$ cat config.mk
export PLATFORM = sky130hd
export DESIGN_NAME = rw_issuer
export DESIGN_NICKNAME = d
export VERILOG_FILES = /design/src/rtl/rw_issuer.sv
export SDC_FILE = /design/constraint.sdc
export NUM_CORES = 1
export LEC_CHECK = 0
export ABC_AREA = 1
export CAP_MARGIN = 40
export CORE_UTILIZATION = 33
export CTS_CLUSTER_SIZE = 10
export DETAILED_ROUTE_END_ITERATION = 7
export GPL_TIMING_DRIVEN = 0
export PLACE_DENSITY = 0.68
export SYNTH_ARGS = -nofsm -noshare
export SYNTH_HDL_FRONTEND = slang
export SYNTH_SLANG_ARGS = --single-unit
$ cat constraint.sdc
create_clock -name clk -period 2.35 [get_ports clk]
set_input_delay 0.47 -clock clk [delete_from_list [all_inputs] [get_ports clk]]
set_output_delay 0.47 -clock clk [all_outputs]
set_load 0.005 [all_outputs]
$ cat src/rtl/rw_issuer.sv
// rw_issuer: arbitrates single-entry write/read holding registers onto one memory command port,
// round-robin on contention, with a fixed-latency read response and a saturating conflict counter.
module rw_issuer #(
  parameter int AW = 8,
  parameter int DW = 8
) (
  input  logic          clk,
  input  logic          rst_n,
  input  logic          wr_req_valid,
  output logic          wr_req_ready,
  input  logic [AW-1:0] wr_addr,
  input  logic [DW-1:0] wr_data,
  input  logic          rd_req_valid,
  output logic          rd_req_ready,
  input  logic [AW-1:0] rd_addr,
  output logic          wr_en,
  output logic          rd_en,
  output logic          valid,
  output logic [AW-1:0] mem_addr,
  output logic [DW-1:0] mem_wdata,
  input  logic [DW-1:0] mem_rdata,
  output logic          rd_rsp_valid,
  output logic [DW-1:0] rd_rsp_data,
  output logic [3:0]    conflict_cnt,
  output logic          limit_hit
);
  typedef enum logic [1:0] {IDLE, WR, RD, RDLAT} state_t;
  state_t        r_state, w_next;
  logic          r_live, r_wr_full, r_rd_full, r_rr, r_rsp_valid;
  logic [AW-1:0] r_wr_addr, r_rd_addr;
  logic [DW-1:0] r_wr_data, r_rsp_data;
  logic [3:0]    r_cnt;
  logic          w_wr_acc, w_rd_acc, w_any, w_both, w_grant_wr;
  // r_live keeps both readys low until the first edge after reset release
  assign wr_req_ready = r_live & ~r_wr_full;
  assign rd_req_ready = r_live & ~r_rd_full;
  assign w_wr_acc     = wr_req_valid & wr_req_ready;
  assign w_rd_acc     = rd_req_valid & rd_req_ready;
  assign w_any        = r_wr_full | r_rd_full;
  assign w_both       = r_wr_full & r_rd_full;
  assign w_grant_wr   = r_wr_full & (~r_rd_full | ~r_rr);
  always_comb begin
    w_next = IDLE;
    case (r_state)
      IDLE:    w_next = w_any ? (w_grant_wr ? WR : RD) : IDLE;
      RD:      w_next = RDLAT;
      default: w_next = IDLE;
    endcase
  end
  always_ff @(posedge clk or negedge rst_n) begin
    if (!rst_n) begin
      r_state     <= IDLE;
      r_live      <= 1'b0;
      r_wr_full   <= 1'b0;
      r_rd_full   <= 1'b0;
      r_wr_addr   <= '0;
      r_wr_data   <= '0;
      r_rd_addr   <= '0;
      r_rr        <= 1'b0;
      r_cnt       <= '0;
      r_rsp_valid <= 1'b0;
      r_rsp_data  <= '0;
    end else begin
      r_state <= w_next;
      r_live  <= 1'b1;
      if (w_wr_acc) begin
        r_wr_full <= 1'b1;
        r_wr_addr <= wr_addr;
        r_wr_data <= wr_data;
      end else if (r_state == WR) r_wr_full <= 1'b0;
      if (w_rd_acc) begin
        r_rd_full <= 1'b1;
        r_rd_addr <= rd_addr;
      end else if (r_state == RD) r_rd_full <= 1'b0;
      // after a write grant favour reads, after a read grant favour writes
      if (r_state == IDLE && w_any) r_rr <= w_grant_wr;
      if (r_state == IDLE && w_both && r_cnt != 4'hF) r_cnt <= r_cnt + 4'd1;
      r_rsp_valid <= (r_state == RDLAT);
      if (r_state == RDLAT) r_rsp_data <= mem_rdata;
    end
  end
  assign wr_en        = (r_state == WR);
  assign rd_en        = (r_state == RD);
  assign valid        = wr_en | rd_en;
  assign mem_addr     = wr_en ? r_wr_addr : rd_en ? r_rd_addr : '0;
  assign mem_wdata    = wr_en ? r_wr_data : '0;
  assign rd_rsp_valid = r_rsp_valid;
  assign rd_rsp_data  = r_rsp_data;
  assign conflict_cnt = r_cnt;
  assign limit_hit    = (r_cnt >= 4'd14);
endmodule

==> impl_metrics.json <==
{
  "status": "finished, final reports clean",
  "clock-root-buffer": "sky130_fd_sc_hd__clkbuf_8",
  "yosys-top-cells-count": "92 x sky130_fd_sc_hd__nand2_1, 43 x sky130_fd_sc_hd__dfrtp_1, 34 x sky130_fd_sc_hd__nand3_1",
  "met2WireLength_um": 2047,
  "worst_hold_slack_ns": 0.04768,
  "critPathKind": "reg2out",
  "ys_top_cells_by_area": "sky130_fd_sc_hd__dfrtp_1 54%, sky130_fd_sc_hd__nand2_1 17%, sky130_fd_sc_hd__nand3_1 8.6%, sky130_fd_sc_hd__mux2_2 4.5%, sky130_fd_sc_hd__ha_1 3.8%",
  "most_repeated_cell_in_the_gate_level_netlist_after_synthesis": "sky130_fd_sc_hd__nand2_1",
  "p_per_area_mw_per_mm2": 1143,
  "timing.reg2reg.setup_slack_ns": 0.97,
  "p_seq_frac": 0.401,
  "power.clock.fraction": 0.136,
  "fill_cell_count": 564,
  "timing.rr.start": "r_state[0]",
  "design.die.area_mm2": 0.006335,
  "timing.critical_path.required_ns": 1.88,
  "number_of_antenna_violations_at_the_first_check_in_global_routing": 0,
  "global_route_wire_length_before_repair_um": 7672,
  "dieWidth_um": 79.60,
  "routed_wirelength_um": 4534,
  "place.gp.congestion": 0.7702,
  "number_of_antenna_diodes": 0,
  "drt_first_pass_iters": 4,
  "crit_path_max_fanout": 8,
  "final_layout_size_suffix_gt1_frac": 0.1104,
  "cts_inserted_buffers": 5,
  "post_drt_wl_per_cell_um": 11.93,
  "xor_xnor_cell_area_share_of_the_yosys_netlist": 0.004408,
  "mappedNetlistArea_mm2": 0.001987,
  "synth.yosys.warnings": 0,
  "finalClockSkew_ns": 0.003617,
  "route.met3.wl_um": 326,
  "synth_top_family_by_area": "simple AND/OR/NAND/NOR gates",
  "tritoncts_sink_count": 43,
  "accumulated_negative_setup_slack_ns": 0,
  "synth-async-reset-ratio": 1.000,
  "synth_enable_flop_cells": 0,
  "number_of_rows_created_at_floorplan": 27,
  "port_buffers": 68,
  "synth_seq_area_share": 0.5416,
  "worst_path_max_delay_cell": "sky130_fd_sc_hd__clkdlybuf4s50_1",
  "min_path_type": "in2async",
  "post_synth_mux_area_share": 0.04534,
  "crit_path_start_kind": "flip-flop",
  "core_region_area_mm2": 0.005642,
  "ys.flop_type": "sky130_fd_sc_hd__dfrtp_1",
  "switching_share": 0.3473,
  "clock.fmax_ghz": 0.4433,
  "placement.setup.worst_slack_ns": 0.1385,
  "regToRegEndpoint": "conflict_cnt[1]",
  "cts.path.max_buffers": 2,
  "detail_route.iter0.violations": 60,
  "post_synth.cell_area_avg_um2": 8.676,
  "cts.hold.buffers_added": 0,
  "max_cap_violations": 0,
  "post-route-drc-count": 0,
  "ioPinCount": 71,
  "postSynthCellCount": 229,
  "global_route.usage.total": 0.1589,
  "post-route-worst-setup-slack_ns": 0.09427,
  "top_layer_reached_by_signal_wires": "met4",
  "post_synth_and_or_nand_nor_area_fraction": 0.2922,
  "timing_max_transition_violations_final": 0,
  "detailroute.via_count": 1710,
  "clkLatencyLatePin_ns": 0.30,
  "chipHeight_um": 79.60,
  "combPwrFrac": 0.462,
  "timing.final.setup_violations": 0,
  "cts_tree": "yes",
  "dp_hpwl_um": 3266,
  "ys_types": 20,
  "postRouteAntennaNets": 0,
  "power.internal_w": 0.002182,
  "ys_ff_latch": 43,
  "grt_overflow": 0,
  "synth_compound_area_frac": 0.01511,
  "timing.critical_path.arrival_ns": 1.79,
  "largest_net_degree_at_the_start_of_global_routing": 33,
  "initial_utilization": 0.3522,
  "hold_viol_final": 0,
  "via_count_of_the_first_global_routing_pass": 1672,
  "ir_drop_worst_vdd_uv": 447.5,
  "route.layer.met1.wl_um": 2094,
  "syn-num-nets": 271,
  "total_switching_power_w": 0.001161,
  "fin_crit_ns": 2.256,
  "syn_to_final_growth_pct": 47.17,
  "design.final.nets": 349,
  "route.detailed.vias_per_inst": 4.500,
  "cts-htree-levels": 2,
  "worst_path_largest_cell_delay_ns": 0.50,
  "synth-adder-area-share": 0.03778,
  "final.period_utilization": 0.9599,
  "leakage_nw": 1.507,
  "post-synth-top-area-fraction": 0.5416,
  "clk_pin_slew_worst_paths_ns": 0.08,
  "reg2regPathDepth": 6,
  "worstPathCellList": "ha_4 -> buf_6 -> inv_4 -> nand3_1 -> nand2_1 -> clkdlybuf4s50_1",
  "worst_setup_path_end_kind": "primary output",
  "synth_largest_area_cell": "sky130_fd_sc_hd__dfrtp_1"
}
[worst max-delay path: cells and delay by family (launching register included)]
kind | cells | cell delay, ns
adder cells (fa/ha/maj) | 1 | 0.19
buffers and inverters | 3 | 0.71
flip-flops | 1 | 0.43
AND/OR/NAND/NOR | 2 | 0.16
[state kept, by name, summed over array words and instances, names as in the netlist]
signal        count
rd_rsp_data       8
r_wr_full         1
conflict_cnt      4
r_state           2
r_wr_addr         8
r_rd_addr         8
r_rr              1
rd_rsp_valid      1
r_live            1
r_wr_data         8
r_rd_full         1
[layout by cell type, fill, tap and decap left out, types with 2 or more instances in the layout]
cell type                         instances
sky130_fd_sc_hd__nor2_4                   2
sky130_fd_sc_hd__mux2_2                   8
sky130_fd_sc_hd__clkbuf_1                 3
sky130_fd_sc_hd__dlymetal6s2s_1           3
sky130_fd_sc_hd__clkbuf_8                 5
sky130_fd_sc_hd__inv_1                   17
sky130_fd_sc_hd__clkdlybuf4s50_1         64
sky130_fd_sc_hd__dfrtp_1                 43
sky130_fd_sc_hd__nor2_1                   5
sky130_fd_sc_hd__o21ai_0                  4
sky130_fd_sc_hd__buf_6                    2
sky130_fd_sc_hd__nand3_1                 34
sky130_fd_sc_hd__buf_2                    4
sky130_fd_sc_hd__ha_1                     4
sky130_fd_sc_hd__buf_4                    4
sky130_fd_sc_hd__nand2_1                 92
sky130_fd_sc_hd__ha_4                     2
[final cells by class]
cell class / count / area, um2 / share of cell area
repair buffers: 72 / 725.7 / 0.2482
plain buffers: 8 / 63.81 / 0.02182
well taps: 72 / 90.09 / 0.03081
inverters: 19 / 73.82 / 0.02525
clock inverters: 1 / 5.005 / 0.001712
flip-flops and latches: 43 / 1076 / 0.3680
multi-input cells: 158 / 813.3 / 0.2781
clock buffers: 7 / 76.32 / 0.02610
[metal layers]
layer	vias to the layer above	global-route usage
li1	868	-
met1	784	0.1980
met2	52	0.2547
met3	6	0.05143
met4	0	0.06000
met5	-	0
[power by group through the flow]
stage / registers (W) / logic [W] / clock network [W]
2_1_floorplan: 0.00131 / 0.000727 / 0
4_1_cts: 0.00134 / 0.00152 / 0.000471
3_5_place_dp: 0.00135 / 0.00147 / 0
3_3_place_gp: 0.00133 / 0.00143 / 0
5_1_grt: 0.00140 / 0.00175 / 0.000507
6_report: 0.00134 / 0.00155 / 0.000456
[timing repair]
| item | CTS | global route |
|---|---|---|
| resized for setup | 8 | 7 |
| endpoints found under the setup margin | 16 | 16 |
| setup buffers | 1 | 2 |
| endpoints found under the hold margin | 0 | 0 |
| pin swaps | 0 | 0 |
[per-stage QoR]
stage	instances	power (W)	utilization	area (um2)
4_1_cts	378	0.003330	0.5101	2878
5_1_grt	380	0.003655	0.5183	2924
6_report	380	0.003343	0.5183	2924
3_5_place_dp	370	0.002818	0.4915	2773
3_3_place_gp	369	0.002762	0.4888	2758
2_1_floorplan	229	0.002039	-	1987
[worst max path at each step]
stage	startpoint	end	slack [ns]	depth (start not counted)
2_1_floorplan	r_state[1]	mem_addr[2]	0.79	6
3_3_place_gp	rst_n	r_wr_data[4]	-0.35	1
3_5_place_dp	r_state[1]	mem_addr[3]	0.14	7
4_1_cts	r_state[1]	mem_addr[3]	0.001	7
5_1_grt	r_state[1]	mem_wdata[0]	-0.0004	7
6_report	r_state[0]	mem_addr[4]	0.09	6
[kinds of logic after synthesis]
group / after synthesis
and+or+nand+nor: 136
DFF: 43
buffers and inverters: 28
muxes: 8
xor gates and xnor gates: 1
adders and majority gates: 6
other: 1
AOI/OAI and AO/OA: 6
No activity file was read; power rests on OpenSTA's default activity.
==> patch 1: new RTL, config.mk and constraints unchanged <==
Register the output `conflict_cnt` once more; this adds one clock of latency there. The other outputs are not delayed to match.
--- a/src/rtl/rw_issuer.sv
+++ b/src/rtl/rw_issuer.sv
@@ -86,7 +86,9 @@
   assign mem_wdata    = wr_en ? r_wr_data : '0;
   assign rd_rsp_valid = r_rsp_valid;
   assign rd_rsp_data  = r_rsp_data;
-  assign conflict_cnt = r_cnt;
+  always_ff @(posedge clk) begin
+    conflict_cnt <= r_cnt;
+  end
   assign limit_hit    = (r_cnt >= 4'd14);
 endmodule
 
Behaviour: not the same (Yosys sat finds a counterexample within 4 cycles, from zero or initial values and one cycle with rst_n low).
==> patch 1 against the original RTL <==
Sequential share of layout area is 1.1 points higher; largest power group unchanged; die area is 3.9% higher; sequential cell count is 4 higher; setup slack worse by 0.0045 ns; non-clock buffer count is 2 higher; worst hold slack better by 0.0050 ns; area after synthesis is 4.0% higher; clock skew is 0.0040 ns higher; power is 6.6% higher; final area is 4.4% higher; wire length is 3.6% higher.
==> patch 1: results <==
group,metric,value,unit
route,drt-initial-drc-count,124,
place,place_area,0.002856,mm^2
global_route,met2_usage,24.71,%
pwr,ir_drop,0.5104,mV
place,gp_congestion,0.7877,
synthesis,synth.area.top_cells,"dfrtp_1, nand2_1, nand3_1",
global_route,grt_pass1_wl,7590,um
final_layout,fin_nets,355,
final_layout,drive_gt1_share,12.14,%
global_route,use_met1,20.11,%
route,wl_met1,2151,um
global_route,grt.overflow.total,0,
synthesis,synth_seq_area_share,55.93,%
route,dr_wl_met2,2278,um
run_status,status,"finished, final reports clean",
global_route,grt_use_met3,3.258,%
synthesis,synth_nets,275,
place,pre_cts_ws,0.1035,ns
setup_path,cp_max_fo,9,
global_route,track_usage,15.27,%
global_route,grt_pass1_vias,1667,
route,routed-wl-met3,200,um
timing,whs,0.05271,ns
place,place_hpwl,3435,um
route,wl,4696,um
synthesis,syn_inst,233,
route,routed-via-count,1782,
setup_path,r2r_end,"rd_rsp_data[6]$_DFFE_PN0P_",
setup_path,reg2regPathDepth,4,
place,place_inst,377,
route,viasPerCell,4.593,
setup_path,r2r_setup_slack,0.93,ns
synthesis,async_flop_share,91.49,%
final_layout,stdcell_area,0.003053,mm^2
## patch 1: cell count changes after synthesis, sizes merged
| cell | unedited run | this run |
|---|---|---|
| dfxtp | 0 | 4 |
## patch 1: layout make-up
type | count | share of cell area, %
multi-input cells | 158 | 26.80
clock inverters | 1 | 0.1639
repair buffers | 74 | 24.75
clock buffers | 6 | 2.705
flip-flops and latches | 47 | 37.87
inverters | 19 | 2.418
well taps | 75 | 3.074
plain buffers | 8 | 2.213
## patch 1: how the worst max path moves through the flow
stage,from,end,slack (ns),cells after the start
2_1_floorplan,r_state[1]$_DFF_PN0_,mem_addr[5],0.79,6
3_3_place_gp,rst_n,rd_rsp_data[6]$_DFFE_PN0P_,-0.39,1
3_5_place_dp,r_state[0]$_DFF_PN0_,mem_addr[0],0.10,6
4_1_cts,r_state[1]$_DFF_PN0_,mem_addr[5],0.003,7
5_1_grt,r_state[0]$_DFF_PN0_,mem_addr[7],-0.007,6
6_report,r_state[0]$_DFF_PN0_,mem_addr[4],0.09,6
## patch 1: cells by family (layout without fill, tap and decap cells)
group	count (synthesis)	after routing	share of synthesized area, %
fa+ha+maj	6	6	3.632
xor+xnor	1	1	0.4238
flops	47	47	55.93
compound gates	6	6	1.452
simple gates	136	136	28.09
mux	8	8	4.359
buf+inv	28	108	5.932
other cells	1	1	0.1814
## patch 1: where the power goes
group / switching, uW / internal, uW / leakage [uW]
clock network: 258 / 231 / 0.0000470
registers: 249 / 1200 / 0.000562
logic: 698 / 932 / 0.000937
## patch 1: repair_timing
action,4_1_cts,5_1_grt
pin swaps,0,0
resized for setup,8,8
gates cloned,0,1
buffers inserted,2,2
endpoints found under the setup margin,16,14
==> patch 2: new RTL, same settings <==
Made on the original files. Change the parameter `DW` from 8 to 12.
--- a/src/rtl/rw_issuer.sv
+++ b/src/rtl/rw_issuer.sv
@@ -2,7 +2,7 @@
 // round-robin on contention, with a fixed-latency read response and a saturating conflict counter.
 module rw_issuer #(
   parameter int AW = 8,
-  parameter int DW = 8
+  parameter int DW = 12
 ) (
   input  logic          clk,
   input  logic          rst_n,
Interface: changed (resized mem_rdata, mem_wdata, rd_rsp_data and wr_data); port bits go from 71 to 87. The function was not compared with the original's and may differ.
==> patch 2 against the original RTL <==
Register-to-register slack lost 0.03 ns; area after synthesis increased by 17%; first-iteration DRC count rose by 32%; setup slack worse by 0.0015 ns; synthesized cell count rose by 15%; sequential cell count rose by 8; sequential power rose by 18%; power up 20%; wire length grew 20%; final area increased by 19%.
==> patch 2: results <==
group,metric,value,unit
run_status,status,"finished, final reports clean",
setup_path,crit_end,"mem_addr[2]",
route,first_pass_iters,4,
synthesis,synth-compound-area-share,1.448,%
route,drt-initial-drc-count,79,
global_route,grt_max_degree,34,
setup_path,r2r_setup_slack,0.94,ns
synthesis,synth.area.top_cells,"dfrtp_1, nand2_1, nand3_1",
timing,layout_min_cycle_time,2.257,ns
synthesis,synth_commonest_cells,"nand2_1, dfrtp_1, nand3_1",
global_route,grt_pass1_vias,1937,
pwr,ir_drop,0.4094,mV
synthesis,avgSynthCellArea,8.873,um^2
clock_network,cts_buffers,5,
synthesis,synth_fa_ha_area_share,3.217,%
route,wl,5446,um
global_route,track_usage,15.66,%
global_route,met2_usage,25.90,%
synthesis,synth.area.mux_share,5.791,%
final_layout,fillers,656,
final_layout,fin_nets,406,
setup_path,startpoint,"r_state[0]$_DFF_PN0_",
setup_path,cp_max_fo,11,
global_route,grt_use_met3,3.850,%
global_route,grt_pass1_wl,9080,um
pwr,leakage,0.001717,uW
timing,clock_skew,0.008725,ns
setup_path,r2r_end,"rd_rsp_data[1]$_DFFE_PN0P_",
global_route,use_met1,20.23,%
synthesis,synth-xor-area-share,0.3753,%
place,gp_congestion,0.7287,
setup_path,reg2regPathDepth,4,
synthesis,synth_seq_area_share,54.69,%
place,io_buffers,85,
synthesis,synth_nets,313,
final_layout,drive_gt1_share,11.48,%
route,wire_per_inst,12.02,um
-- patch 2: layout make-up --
class / instances / area share (%)
Sequential cell: 51 / 36.73
Timing Repair Buffer: 87 / 25.14
Buffer: 10 / 2.197
Tap cell: 96 / 3.457
Clock buffer: 6 / 2.377
Clock inverter: 2 / 1.008
Inverter: 23 / 2.485
Multi-Input combinational cell: 178 / 26.61
-- patch 2: through the flow --
step | worst slack (ns) | hold WS [ns] | instance area [um^2] | util [%]
final | 0.09281 | 0.09563 | 3475 | 51.14
after global routing | 0.0004021 | 0.1124 | 3475 | 51.14
after floorplan | 0.8139 | 0.1744 | 2333 | -
after CTS | 0.002533 | 0.1022 | 3467 | 51.03
after global placement | -0.7214 | 0.4546 | 3304 | 48.64
after detailed placement | 0.1179 | 0.4398 | 3319 | 48.86
-- patch 2: power breakdown --
group          switching [uW]  total, uW  internal (uW)
combinational             773       1800           1030
clock                     289        633            345
sequential                275       1580           1300
total                    1340       4020           2680
-- patch 2: worst min path at each step --
stage | depth (start not counted) | slack, ns | endpoint | from
detailed placement | 1 | 0.44 | rd_rsp_data[10]$_DFFE_PN0P_ | rst_n
global route | 1 | 0.11 | rd_rsp_data[4]$_DFFE_PN0P_ | rst_n
CTS | 1 | 0.10 | rd_rsp_data[10]$_DFFE_PN0P_ | rst_n
finish | 1 | 0.1 | rd_rsp_data[7]$_DFFE_PN0P_ | rst_n
global placement | 2 | 0.45 | r_wr_data[9]$_DFFE_PN0P_ | r_wr_data[9]$_DFFE_PN0P_
floorplan | 0 | 0.17 | conflict_cnt[0]$_DFFE_PN0P_ | rst_n
-- patch 2: critical path, stage by stage (launching register included) --
cell             delay [ns]
dfrtp_1                0.44
inv_1                  0.13
ha_4                   0.22
nand3_1                0.11
nand2_1                0.09
clkdlybuf4s50_1        0.50
-- patch 2: timing repair --
action,4_1_cts,5_1_grt
gates resized for setup,8,1
pin swaps,0,1
endpoints found under the setup margin,20,20
buffers inserted,0,1
hold buffers,0,0
-- patch 2: logic make-up (layout without fill, tap and decap cells) --
logic type | count (synthesis) | count (layout)
fa+ha+maj | 6 | 6
simple gates | 152 | 152
buf+inv | 34 | 128
mux | 12 | 12
xor+xnor | 1 | 1
other cells | 1 | 1
flops | 51 | 51
compound gates | 6 | 6
-- patch 2: routing by layer --
metal | wire length, um | part of all wire, %
met3 | 286 | 5.3
met4 | 57 | 1.0
met2 | 2533 | 47
met1 | 2569 | 47
met5 | 0 | 0
